$ cat config.mk
export PLATFORM = sky130hd
export DESIGN_NAME = dmux8way_dispatcher_flat
export DESIGN_NICKNAME = d
export VERILOG_FILES = /design/src/rtl/dmux8way_dispatcher_pkg.sv /design/src/rtl/dmux8way_dispatcher_if.sv /design/src/rtl/dmux8way_dispatcher_fifo.sv /design/src/rtl/dmux8way_dispatcher.sv /design/src/flat_wrapper.sv
export SDC_FILE = /design/constraint.sdc
export NUM_CORES = 1
export LEC_CHECK = 0
export CORE_MARGIN = 8
export CORE_UTILIZATION = 29
export CTS_CLUSTER_SIZE = 20
export DETAILED_ROUTE_END_ITERATION = 7
export PLACE_DENSITY = 0.48
export SETUP_SLACK_MARGIN = 0.1
export SLEW_MARGIN = 5
export SYNTH_ARGS = -nofsm -noshare
export SYNTH_HDL_FRONTEND = slang
export SYNTH_SLANG_ARGS = --single-unit
$ cat constraint.sdc
create_clock -name clk -period 5.08 [get_ports clk]
set_input_delay 1.016 -clock clk [delete_from_list [all_inputs] [get_ports clk]]
set_output_delay 1.016 -clock clk [all_outputs]
set_load 0.05 [all_outputs]
$ cat src/rtl/dmux8way_dispatcher_pkg.sv
// Shared constants and FSM encoding for the 8-way demux dispatcher.
package dmux8way_dispatcher_pkg;

   localparam int DISP_DATA_W = 4;
   localparam int DISP_SEL_W  = 3;
   localparam int DISP_NDST   = 8;

   // IDLE: output register empty; HOLD: output register carries a live word.
   typedef enum logic {
      IDLE = 1'b0,
      HOLD = 1'b1
   } disp_state_t;

endpackage

$ cat src/rtl/dmux8way_dispatcher_if.sv
// Source-side and demux-side signals of the dispatcher bundled together.
// The slave modport is the dispatcher's view; master is the environment's.
interface dmux8way_dispatcher_if
   import dmux8way_dispatcher_pkg::*;
#(
   parameter int DATA_W = DISP_DATA_W,
   parameter int SEL_W  = DISP_SEL_W,
   parameter int DEPTH  = 4
);

   localparam int NDST  = 2 ** SEL_W;
   localparam int CNT_W = $clog2(DEPTH) + 1;

   logic [DATA_W-1:0] in_data;
   logic              in_valid;
   logic              in_ready;
   logic [NDST-1:0]   dst_ready;
   logic [DATA_W-1:0] out_data;
   logic [SEL_W-1:0]  out_sel;
   logic              out_valid;
   logic [CNT_W-1:0]  fifo_count;

   modport slave (
      input  in_data,
      input  in_valid,
      output in_ready,
      input  dst_ready,
      output out_data,
      output out_sel,
      output out_valid,
      output fifo_count
   );

   modport master (
      output in_data,
      output in_valid,
      input  in_ready,
      output dst_ready,
      input  out_data,
      input  out_sel,
      input  out_valid,
      input  fifo_count
   );

endinterface

$ cat src/rtl/dmux8way_dispatcher_fifo.sv
// Small circular FIFO with show-ahead head word, occupancy count and flags.
// Pointers wrap naturally because DEPTH is a power of two.
module dispatcher_fifo #(
   parameter int W     = 4,
   parameter int DEPTH = 4
) (
   input  logic                       clk,
   input  logic                       rst_n,
   input  logic                       push,
   input  logic [W-1:0]               wdata,
   input  logic                       pop,
   output logic [W-1:0]               rdata,
   output logic [$clog2(DEPTH):0]     count,
   output logic                       full,
   output logic                       empty
);

   localparam int PTR_W = $clog2(DEPTH);
   localparam int CNT_W = PTR_W + 1;

   logic [W-1:0]     mem_reg [DEPTH];
   logic [PTR_W-1:0] wr_ptr_reg;
   logic [PTR_W-1:0] rd_ptr_reg;
   logic [CNT_W-1:0] count_reg;
   logic             push_ok;
   logic             pop_ok;

   assign full    = (count_reg == CNT_W'(DEPTH));
   assign empty   = (count_reg == '0);
   assign push_ok = push && !full;
   assign pop_ok  = pop && !empty;
   assign rdata   = mem_reg[rd_ptr_reg];
   assign count   = count_reg;

   // Storage array: written on accepted push, no reset needed on data.
   always_ff @(posedge clk) begin
      if (push_ok) begin
         mem_reg[wr_ptr_reg] <= wdata;
      end
   end

   // Pointer and occupancy bookkeeping; reset discards all contents.
   always_ff @(posedge clk or negedge rst_n) begin
      if (!rst_n) begin
         wr_ptr_reg <= '0;
         rd_ptr_reg <= '0;
         count_reg  <= '0;
      end else begin
         if (push_ok) begin
            wr_ptr_reg <= wr_ptr_reg + 1'b1;
         end
         if (pop_ok) begin
            rd_ptr_reg <= rd_ptr_reg + 1'b1;
         end
         case ({push_ok, pop_ok})
            2'b10:   count_reg <= count_reg + 1'b1;
            2'b01:   count_reg <= count_reg - 1'b1;
            default: count_reg <= count_reg;
         endcase
      end
   end

endmodule

$ cat src/rtl/dmux8way_dispatcher.sv
// Feeds an 8-way demux: buffers incoming words in a FIFO and issues each
// one with a destination select picked round-robin among ready destinations.
module dmux8way_dispatcher
   import dmux8way_dispatcher_pkg::*;
#(
   parameter int DATA_W = DISP_DATA_W,
   parameter int SEL_W  = DISP_SEL_W,
   parameter int DEPTH  = 4
) (
   input logic                 clk,
   input logic                 rst_n,
   dmux8way_dispatcher_if.slave bus
);

   localparam int NDST  = 2 ** SEL_W;
   localparam int CNT_W = $clog2(DEPTH) + 1;

   disp_state_t       state_reg, state_next;
   logic [DATA_W-1:0] out_data_reg, out_data_next;
   logic [SEL_W-1:0]  out_sel_reg, out_sel_next;
   logic [SEL_W-1:0]  rr_reg, rr_next;

   logic [DATA_W-1:0] fifo_rdata;
   logic [CNT_W-1:0]  fifo_count;
   logic              fifo_full;
   logic              fifo_empty;
   logic              push;
   logic              accept;
   logic              load;

   logic [NDST-1:0]   rot_ready;
   logic [SEL_W-1:0]  grant_off;
   logic [SEL_W-1:0]  grant;
   logic              grant_valid;

   // in_ready depends only on registered occupancy, so a full FIFO never
   // passes a word through even if the head pops on the same edge.
   assign bus.in_ready   = !fifo_full;
   assign push           = bus.in_valid && !fifo_full;
   assign accept         = (state_reg == HOLD) && bus.dst_ready[out_sel_reg];
   assign rr_next        = accept ? out_sel_reg + 1'b1 : rr_reg;
   assign load           = !fifo_empty && ((state_reg == IDLE) || accept) && grant_valid;

   assign bus.out_valid  = (state_reg == HOLD);
   assign bus.out_data   = out_data_reg;
   assign bus.out_sel    = out_sel_reg;
   assign bus.fifo_count = fifo_count;

   dispatcher_fifo #(
      .W     (DATA_W),
      .DEPTH (DEPTH)
   ) u_fifo (
      .clk   (clk),
      .rst_n (rst_n),
      .push  (push),
      .wdata (bus.in_data),
      .pop   (load),
      .rdata (fifo_rdata),
      .count (fifo_count),
      .full  (fifo_full),
      .empty (fifo_empty)
   );

   // Rotate dst_ready so that bit 0 is the destination at rr_next.
   generate
      for (genvar gi = 0; gi < NDST; gi++) begin : g_rot
         assign rot_ready[gi] = bus.dst_ready[rr_next + SEL_W'(gi)];
      end
   endgenerate

   // First ready destination at or after rr_next (lowest rotated offset).
   always_comb begin
      grant_valid = 1'b0;
      grant_off   = '0;
      for (int i = NDST - 1; i >= 0; i--) begin
         if (rot_ready[i]) begin
            grant_valid = 1'b1;
            grant_off   = SEL_W'(i);
         end
      end
      grant = rr_next + grant_off;
   end

   // Next state and output register contents.
   always_comb begin
      state_next    = state_reg;
      out_data_next = out_data_reg;
      out_sel_next  = out_sel_reg;
      case (state_reg)
         IDLE: begin
            if (load) begin
               state_next    = HOLD;
               out_data_next = fifo_rdata;
               out_sel_next  = grant;
            end
         end
         HOLD: begin
            if (load) begin
               out_data_next = fifo_rdata;
               out_sel_next  = grant;
            end else if (accept) begin
               state_next    = IDLE;
               out_data_next = '0;
            end
         end
         default: begin
            state_next    = IDLE;
            out_data_next = '0;
         end
      endcase
   end

   // State, output register and round-robin pointer; reset clears at once.
   always_ff @(posedge clk or negedge rst_n) begin
      if (!rst_n) begin
         state_reg    <= IDLE;
         out_data_reg <= '0;
         out_sel_reg  <= '0;
         rr_reg       <= '0;
      end else begin
         state_reg    <= state_next;
         out_data_reg <= out_data_next;
         out_sel_reg  <= out_sel_next;
         rr_reg       <= rr_next;
      end
   end

endmodule

$ cat src/flat_wrapper.sv
// flat-port wrapper written by rule: the top's interface ports become plain ports
module dmux8way_dispatcher_flat import dmux8way_dispatcher_pkg::*;
#(
   parameter int DATA_W = DISP_DATA_W,
   parameter int SEL_W  = DISP_SEL_W,
   parameter int DEPTH  = 4
)
  (clk, rst_n, bus_in_data, bus_in_valid, bus_in_ready, bus_dst_ready, bus_out_data, bus_out_sel, bus_out_valid, bus_fifo_count);
  dmux8way_dispatcher_if #(.DATA_W(DATA_W), .SEL_W(SEL_W), .DEPTH(DEPTH)) bus_i ();
  input logic clk;
  input logic rst_n;
  input wire logic [$bits(bus_i.in_data)-1:0] bus_in_data;
  input wire logic [$bits(bus_i.in_valid)-1:0] bus_in_valid;
  output wire logic [$bits(bus_i.in_ready)-1:0] bus_in_ready;
  input wire logic [$bits(bus_i.dst_ready)-1:0] bus_dst_ready;
  output wire logic [$bits(bus_i.out_data)-1:0] bus_out_data;
  output wire logic [$bits(bus_i.out_sel)-1:0] bus_out_sel;
  output wire logic [$bits(bus_i.out_valid)-1:0] bus_out_valid;
  output wire logic [$bits(bus_i.fifo_count)-1:0] bus_fifo_count;
  assign bus_i.in_data = bus_in_data;
  assign bus_i.in_valid = bus_in_valid;
  assign bus_in_ready = bus_i.in_ready;
  assign bus_i.dst_ready = bus_dst_ready;
  assign bus_out_data = bus_i.out_data;
  assign bus_out_sel = bus_i.out_sel;
  assign bus_out_valid = bus_i.out_valid;
  assign bus_fifo_count = bus_i.fifo_count;
  dmux8way_dispatcher #(.DATA_W(DATA_W), .SEL_W(SEL_W), .DEPTH(DEPTH)) u_core (.clk(clk), .rst_n(rst_n), .bus(bus_i));
endmodule
# [Word level (Yosys, flattened, before mapping)]
# Memory sizes are Yosys's and may differ from the RTL's.
# Cells that the tools add are included.
[word_totals] regBits=18 mem_bits_rw=16 out_inout_bits=12 elab_cells=95 n_memories=1
[memory_table] memory="u_core.u_fifo.mem_reg" words=4 width=4 read_ports=1 rd_clocked_by_memory_dff=0 wr=1 line_no="dmux8way_dispatcher_fifo.sv:21" rtl="logic [W-1:0] mem_reg [DEPTH];"
[op_classes] add_sub_neg=13 order_cmp=9 eq_ne=5 mux=47 bitwise_logic=1 reduce_logical=12
[op_table] operator="$lt 3x4->1 const B" count=9
[op_table] operator="$mux 3" count=10
[op_table] operator="$bmux 1 s3" count=9
[op_table] operator="$mux 1" count=22
[op_table] operator="$add 3x3->3 const B" count=4
[op_table] operator="$mux 4" count=3
[op_table] operator="$add 3x1->3 const B" count=3
[op_table] operator="$pmux 4 s2" count=1
[op_table] operator="$add 3x2->3 const B" count=2
[op_table] operator="$logic_and 1x1->1" count=6
[op_table] operator="$pmux 3 s2" count=1
[op_table] operator="$add 2x1->2 const B" count=2
[op_table] operator="$add 3x3->3" count=1
[op_table] operator="$eq 3x3->1 const B" count=1
[op_table] operator="$logic_not 3->1" count=1
[op_table] operator="$ne 3x3->1 const B" count=1
[op_table] operator="$sub 3x1->3 const B" count=1
[op_table] operator="$eq 2x1->1 const B" count=1
[op_table] operator="$eq 2x2->1 const B" count=1
[op_table] operator="$logic_not 1->1" count=2
[op_table] operator="$ne 2x2->1 const B" count=1
[op_table] operator="$pmux 1 s2" count=1
[op_table] operator="$reduce_and 2->1" count=1
[op_table] operator="$reduce_bool 2->1" count=1
[op_table] operator="2 further kinds" count=2

# [Logic depth before layout (Yosys ltp)]
# Gate-level depths: netlist (run 1).
[logic_depth] depth_word=19 ltp_mapped=18 ltp_nobuf=17

# [Modules after synthesis]
# From an unflattened synthesis (run 1), not the netlist that was laid out.
[hier_totals] cells_unflattened=224 hier_area_um2=2499.9
[by_module_without_submodules] mod="dmux8way_dispatcher" n_inst=1 cells_each=166 area_per_inst_um2=1482.7
[by_module_without_submodules] mod="dispatcher_fifo" n_inst=1 cells_each=58 area_per_inst_um2=1017.2

# [Least setup slack after synthesis (run 1)]
# OpenSTA, ideal clock, no wires.
[synth_path] kind="in2reg" startpoint="input port bus_dst_ready[1]" endpoint="register u_core.out_sel_reg[2] (netlist: u_core.bus.out_sel[2])" setup_ps=71 arrival_time_ps=4701 setup_slack_ps=307 path_stages=16 path_cell_list="clkbuf_2 > mux2i_1 > a22oi_4 > nand3_4 > mux2i_1 > inv_1 > ha_1 > xnor2_1 > mux2i_4 > o311ai_0 > and2_1 > ha_1 > fa_1 > xnor2_1 > or4b_1 > nand4_1"
[synth_between] elab_chain_len=17 word_cells_on_any_way=48
[synth_lines] item="start, declared" line_no="flat_wrapper.sv:15" rtl="input wire logic [$bits(bus_i.dst_ready)-1:0] bus_dst_ready;"
[synth_lines] item="$bmux 1 s3" line_no="dmux8way_dispatcher.sv:40" rtl="assign accept = (state_reg == HOLD) && bus.dst_ready[out_sel_reg];"
[synth_lines] item="$mux 1 (not written as such)" line_no="dmux8way_dispatcher.sv:40"
[synth_lines] item="$logic_and 1x1->1" line_no="dmux8way_dispatcher.sv:40"
[synth_lines] item="$mux 3" line_no="dmux8way_dispatcher.sv:41" rtl="assign rr_next = accept ? out_sel_reg + 1'b1 : rr_reg;"
[synth_lines] item="$add 3x3->3" line_no="dmux8way_dispatcher.sv:67" rtl="assign rot_ready[gi] = bus.dst_ready[rr_next + SEL_W'(gi)];"
[synth_lines] item="$bmux 1 s3" line_no="dmux8way_dispatcher.sv:67"
[synth_lines] item="$mux 1 (not written as such)" line_no="dmux8way_dispatcher.sv:67"
[synth_lines] item="$mux 3 (8 in series)" line_no="dmux8way_dispatcher.sv:76" rtl="if (rot_ready[i]) begin"
[synth_lines] item="$add 3x3->3" line_no="dmux8way_dispatcher.sv:81" rtl="grant = rr_next + grant_off;"
[synth_lines] item="$mux 3" line_no="dmux8way_dispatcher.sv:91, dmux8way_dispatcher.sv:98"
[synth_lines] item="end signal, assigned" line_no="dmux8way_dispatcher.sv:123" rtl="out_sel_reg <= out_sel_next;"
[synth_lines] item="end, declared" line_no="dmux8way_dispatcher.sv:20" rtl="logic [SEL_W-1:0] out_sel_reg, out_sel_next;"
# Several ways; a longest one is shown, not always the timed one. The select of a mux whose other input is x is not followed.
# A chain may end at the register's enable or synchronous reset.

# [Final worst setup path (run 1)]
[layout_path] startpoint="input port bus_dst_ready[7]" endpoint="register u_core.out_sel_reg[2] (netlist: u_core.bus.out_sel[2])"
[layout_between] elab_chain_len=17 word_cells_on_any_way=48
[layout_lines] item="$bmux 1 s3 (*)" line_no="dmux8way_dispatcher.sv:40"
[layout_lines] item="$mux 1 (not written as such) (*)" line_no="dmux8way_dispatcher.sv:40"
[layout_lines] item="$logic_and 1x1->1 (*)" line_no="dmux8way_dispatcher.sv:40"
[layout_lines] item="$mux 3 (*)" line_no="dmux8way_dispatcher.sv:41"
[layout_lines] item="named net u_core.rr_next[0]" line_no="dmux8way_dispatcher.sv:21" rtl="logic [SEL_W-1:0] rr_reg, rr_next;"
[layout_lines] item="$add 3x3->3" line_no="dmux8way_dispatcher.sv:67"
[layout_lines] item="$bmux 1 s3" line_no="dmux8way_dispatcher.sv:67"
[layout_lines] item="$mux 1 (not written as such)" line_no="dmux8way_dispatcher.sv:67"
[layout_lines] item="$mux 3 (8 in series)" line_no="dmux8way_dispatcher.sv:76"
[layout_lines] item="$add 3x3->3" line_no="dmux8way_dispatcher.sv:81"
[layout_lines] item="$mux 3" line_no="dmux8way_dispatcher.sv:91, dmux8way_dispatcher.sv:98"
# Mark *: on every way through the listed nets, which the timed path passes. The rest lies on a longest branch. The select of a mux whose other input is x is not followed.

==> results of run 1 <==
-- routing by layer --
layer / track usage (%) / vias to the layer above / share of wire, %
met4: 3.022 / 0 / 1.2
met2: 18.33 / 55 / 49
met3: 2.097 / 9 / 4.2
met5: 0 / - / 0
met1: 13.40 / 1025 / 45
li1: - / 1021 / -
-- final cells by class --
type                    count  share of cell area [%]
multi-input cells         184                   48.12
inverters                  16                   1.785
clock inverters             3                   2.045
flip-flops and latches     34                   27.67
repair buffers             55                   14.21
clock buffers               5                   2.045
well taps                 111                   4.128
-- layout by cell type, fill, tap and decap left out, drive strengths merged, types with 6 or more instances in the layout --
master / netlist / routed
buf: 4 / 29
nor2: 16 / 16
o21ai: 9 / 9
ha: 8 / 8
edfxtp: 16 / 16
or4: 6 / 6
nand3: 8 / 8
xnor2: 9 / 9
a31oi: 9 / 9
clkdlybuf4s50: 0 / 26
nand2: 16 / 16
inv: 16 / 16
mux4: 6 / 6
mux2: 10 / 10
and2: 10 / 10
mux2i: 15 / 15
dfrtp: 18 / 18
-- stage by stage --
stage	worst slack, ns	hold slack [ns]	util [%]
floorplan	0.3074	0.5316	-
detailed placement	0.0009184	0.5544	35.44
finish	0.3147	0.5673	37.30
CTS	0.2742	0.5690	36.96
global placement	0.01137	0.5475	35.44
global route	0.1274	0.5903	37.30
-- repair_timing --
action                                  4_1_cts  5_1_grt
endpoints found under the setup margin        0        1
gates resized for setup                       0        3
setup buffers                                 0        1
hold buffers                                  0        0
-- critical path, cell delays in order --
cell and delay [ns]:
clkdlybuf4s50_1 0.48, mux2i_1 0.15, a22o_2 0.34, o31ai_4 0.30, o21ai_2 0.11, mux2_4 0.30
a2111o_1 0.47, o211ai_1 0.21, o311ai_0 0.16, and2_1 0.19, ha_1 0.19, fa_1 0.37
xnor2_1 0.15, or4b_1 0.47, nand4_1 0.08
-- cells by family (layout without fill, tap and decap cells) --
group | Yosys count | count (layout) | share of synthesized area [%]
adders and majority gates | 10 | 10 | 5.306
muxes | 31 | 31 | 16.82
buffers and inverters | 25 | 79 | 4.311
DFF | 34 | 34 | 35.24
xor gates and xnor gates | 13 | 13 | 4.311
and+or+nand+nor | 80 | 81 | 18.33
AOI/OAI and AO/OA | 49 | 49 | 15.68
-- worst paths after layout --
check,start,to,slack (ns),cells after the start
max in group asynchronous,rst_n,u_core.u_fifo.wr_ptr_reg[1]$_DFFE_PN0P_,3.33,1
setup / recovery,bus_dst_ready[7],u_core.bus.out_sel[2]$_DFFE_PN0P_,0.31,15
min in group asynchronous,rst_n,u_core.bus.out_data[3]$_DFFE_PN0P_,1.22,1
setup reg to reg,u_core.bus.out_sel[0]$_DFFE_PN0P_,u_core.bus.out_sel[2]$_DFFE_PN0P_,0.88,15
hold / removal,u_core.u_fifo.count[0]$_DFFE_PN0P_,u_core.u_fifo.count[0]$_DFFE_PN0P_,0.57,1
hold reg to reg,u_core.u_fifo.count[0]$_DFFE_PN0P_,u_core.u_fifo.count[0]$_DFFE_PN0P_,0.57,1
==> impl_metrics.ini, run 1 <==
[timing]
fin_tns_setup_ns = 0
final_max_slew_viol_count = 0
finalCriticalPeriod_ns = 4.765
grt_setup_unrepaired = false
fin_crit_sh_pct = 93.80
worst_slew_pin_slew_ns = 0.8541
finalClockSkew_ns = 0.009056
hold_viol_final = 0
fmax_mhz = 209.9
max_slew_margin_pct = 42.88
setup_violations = 0

[cts]
clk_pin_slew_ns = 0.08
cts_tree = done
cts_made_buffers = 5
clockBufferDepth = 2
htreeDepth = 2
clock-root-buffer = clkbuf_8
cts.sink_count = 34
clk_latency_ns = 0.28

[grt]
grt_pass1_wl_um = 11100
grt_max_degree = 20
grtUsageTotal_pct = 10.76
antenna_found_initial = 0
grt_pass1_vias = 2155
overflow = 0

[critical_path]
critPathMaxFanout = 4
end_kind = flop
required_ns = 5.30
crit_path_start_kind = input pin
arrival_ns = 4.99
worstSetupPathType = in -> reg

[logic_synthesis]
synthTopCellsByCount = dfrtp_1 (18), edfxtp_1 (16), inv_1 (16), nand2_1 (16), nor2_1 (16)
synth-edff-count = 16
synthDistinctLibCells = 56
syn_area_mm2 = 0.002641
synth_top_flop_cell = dfrtp_1
yosys.area.top_type = edfxtp_1
async_flop_share_pct = 52.94
ys_seq_area_share_pct = 35.24
synthCells = 242
synth_warnings = 0
syn_avg_cell_area_um2 = 10.91
ys_ff_latch = 34
synth_top_area_share_pct = 18.19
yosysMostFrequentCell = dfrtp_1
syn_nets = 267
synthTopCellsByArea = edfxtp_1 (18%), dfrtp_1 (17%), mux4_2 (5.1%), mux2i_1 (4.5%), mux2_4 (4.0%)

[worst_hold_path]
hp-class = reg -> reg

[floorplanning]
core-area_mm2 = 0.009021
fp-row-count = 35
ios = 27
dieWidth_um = 111.4
fp.dieArea_mm2 = 0.01242
start_util_pct = 29.28
die_h_um = 111.4

[placed_design]
detailed_place.area_mm2 = 0.003197
globalplace.congestion = 0.8105
hpwl_um = 5153
dp.cells = 398
io_buffers = 26

[final_layout]
seqCellArea_um2 = 930.9
antennaDiodeCount = 0
multi_input_area_mm2 = 0.001619
synthToLayoutAreaGrowth_pct = 27.38
num-fill-cells = 911
instances_no_fill = 408
fin_nets = 321
drive_gt1_share_pct = 23.23
design_area_mm2 = 0.003364
largest_register_ff_count = 16

[routing]
wl_per_cell_um = 16.46
dr.first_iter.drc_count = 61
ant_nets = 0
vias = 2110
drc = 0
dr.pass1.iters = 4
wl_um = 6715
vias_per_cell = 5.172

[run_status]
status = finished, final reports clean

[flow_run]
drv_cap = 0
Power of run 1 is not shown: default switching activity piles up to over one toggle a cycle in this logic, so the estimate is an artifact.
==> run 2, diff against run 1 <==
--- a/config.mk
+++ b/config.mk
@@ -5,7 +5,7 @@
 export SDC_FILE = /design/constraint.sdc
 export NUM_CORES = 1
 export LEC_CHECK = 0
-export CORE_MARGIN = 8
+export CAP_MARGIN = 20
 export CORE_UTILIZATION = 29
 export CTS_CLUSTER_SIZE = 20
 export DETAILED_ROUTE_END_ITERATION = 7
==> run 2 against run 1 <==
Clock-buffer cell count rose by 3. Clock skew rose by 0.0012 ns. Fmax fell by 1.6%. Flip-flop and latch count did not move. Design area fell by 2.3%. Via count fell by 0.33%. First-iteration DRC count rose by 52%. Critical path depth rose by 1.
==> impl_metrics.ini, run 2 (synthesis gave the netlist of run 1 again) <==
[final_layout]
antennaDiodeCount = 0
utilization_pct = 37.51
largest_register_ff_count = 16
final_common_cell = buf_4
drive_gt1_share_pct = 21.69
synthToLayoutAreaGrowth_pct = 24.44
fin_nets = 319
final_cell_mix = buf_4 (28), clkdlybuf4s50_1 (26), dfrtp_1 (18)
instances_no_fill = 403

[cts]
htreeDepth = 2
clk_pin_slew_ns = 0.07
cts_setup_buffers = 0
clockBufferDepth = 2
clk_latency_ns = 0.28
clock-root-buffer = clkbuf_8
cts.sink_count = 34
cts_tree = done
cts_made_buffers = 5
ctsHoldBuffers = 0
cts_resized = 0

[critical_path]
crit_path_start_kind = input pin
crit_family = compound AO/OA/AOI/OAI gates
critPathMaxFanout = 5
path_cells = clkdlybuf4s50_1 > mux2i_1 > buf_4 > a22o_1 > a2111oi_0 > a311oi_1 > mux2i_1 > mux2i_2 > buf_4 > a21boi_0 > o21ai_0 > a21oi_1 > fa_1 > xnor2_1 > or4b_1 > nand4_1
cpPeakStageDelay_ns = 0.70
required_ns = 5.30
arrival_ns = 5.06
critPathSlowestCell = a2111oi_0
worstSetupPathType = in -> reg
critPathBufInv = 3
end_kind = flop

[floorplanning]
ios = 27
start_util_pct = 30.14
core-area_mm2 = 0.008763
die_h_um = 97.44
fp.dieArea_mm2 = 0.009494
dieWidth_um = 97.44
fp-row-count = 34

[timing]
finalClockSkew_ns = 0.01026
final_max_slew_viol_count = 0
grt_setup_unrepaired = false
worst_slew_pin_slew_ns = 0.8595
fin_tns_setup_ns = 0
whs_ns = 0.5504
max_slew_margin_pct = 42.52
finalCriticalPeriod_ns = 4.845
fmax_mhz = 206.4
setup_violations = 0
fin_crit_sh_pct = 95.37
hold_viol_final = 0

[routing]
vias = 2103
routed.top_layer = met4
dr.first_iter.drc_count = 93
ant_nets = 0
wl_met1_um = 3197
route.met3.wl_um = 256
wl_per_cell_um = 16.26
wl_met2_um = 3069
wl_um = 6551
drc = 0
vias_per_cell = 5.218
dr.pass1.iters = 4

[placed_design]
io_buffers = 26
dp.cells = 395
hpwl_um = 5054
globalplace.congestion = 0.8237

[grt]
overflow = 0
grt_pass1_wl_um = 10760
grt_max_degree = 19
grtUsageTotal_pct = 14.20
antenna_found_initial = 0
grt_pass1_vias = 2018

[flow_run]
drv_cap = 0

[worst_hold_path]
hp-class = reg -> reg

[run_status]
status = finished, final reports clean
run 2: area by class of cell:
type                            count  area [µm²]
Tap cell                          108       135.1
Fill cell                         892        5477
Inverter                           16       60.06
Sequential cell                    34       930.9
Clock buffer                        8       80.08
Timing Repair Buffer               54       470.5
Multi-Input combinational cell    183        1610
run 2: path summary, 6_finish.rpt:
path                                                     from                                       to  slack [ns]  cells past startpoint
max in group asynchronous                               rst_n  u_core.u_fifo.wr_ptr_reg[0]$_DFFE_PN0P_        3.32                      1
setup reg to reg            u_core.bus.out_sel[0]$_DFFE_PN0P_        u_core.bus.out_sel[2]$_DFFE_PN0P_        0.81                     14
setup / recovery                             bus_dst_ready[3]        u_core.bus.out_sel[2]$_DFFE_PN0P_        0.24                     16
min in group asynchronous                               rst_n       u_core.u_fifo.count[2]$_DFFE_PN0P_        1.22                      1
hold reg to reg            u_core.u_fifo.count[0]$_DFFE_PN0P_       u_core.u_fifo.count[0]$_DFFE_PN0P_        0.55                      1
hold / removal             u_core.u_fifo.count[0]$_DFFE_PN0P_       u_core.u_fifo.count[0]$_DFFE_PN0P_        0.55                      1
run 2: routing by layer:
metal	up-vias	GRT usage, %
li1	1022	-
met5	-	0
met2	63	22.81
met3	4	2.158
met4	0	2.036
met1	1014	20.57
run 2: stage by stage:
step	instance area, µm²	setup WS (ns)
final	3287	0.2355
after global routing	3287	0.1104
after CTS	3273	0.2360
after detailed placement	3193	-0.06010
after global placement	3193	-0.006807
after floorplan	2641	0.3074
Power of run 2 is left out for the same reason.
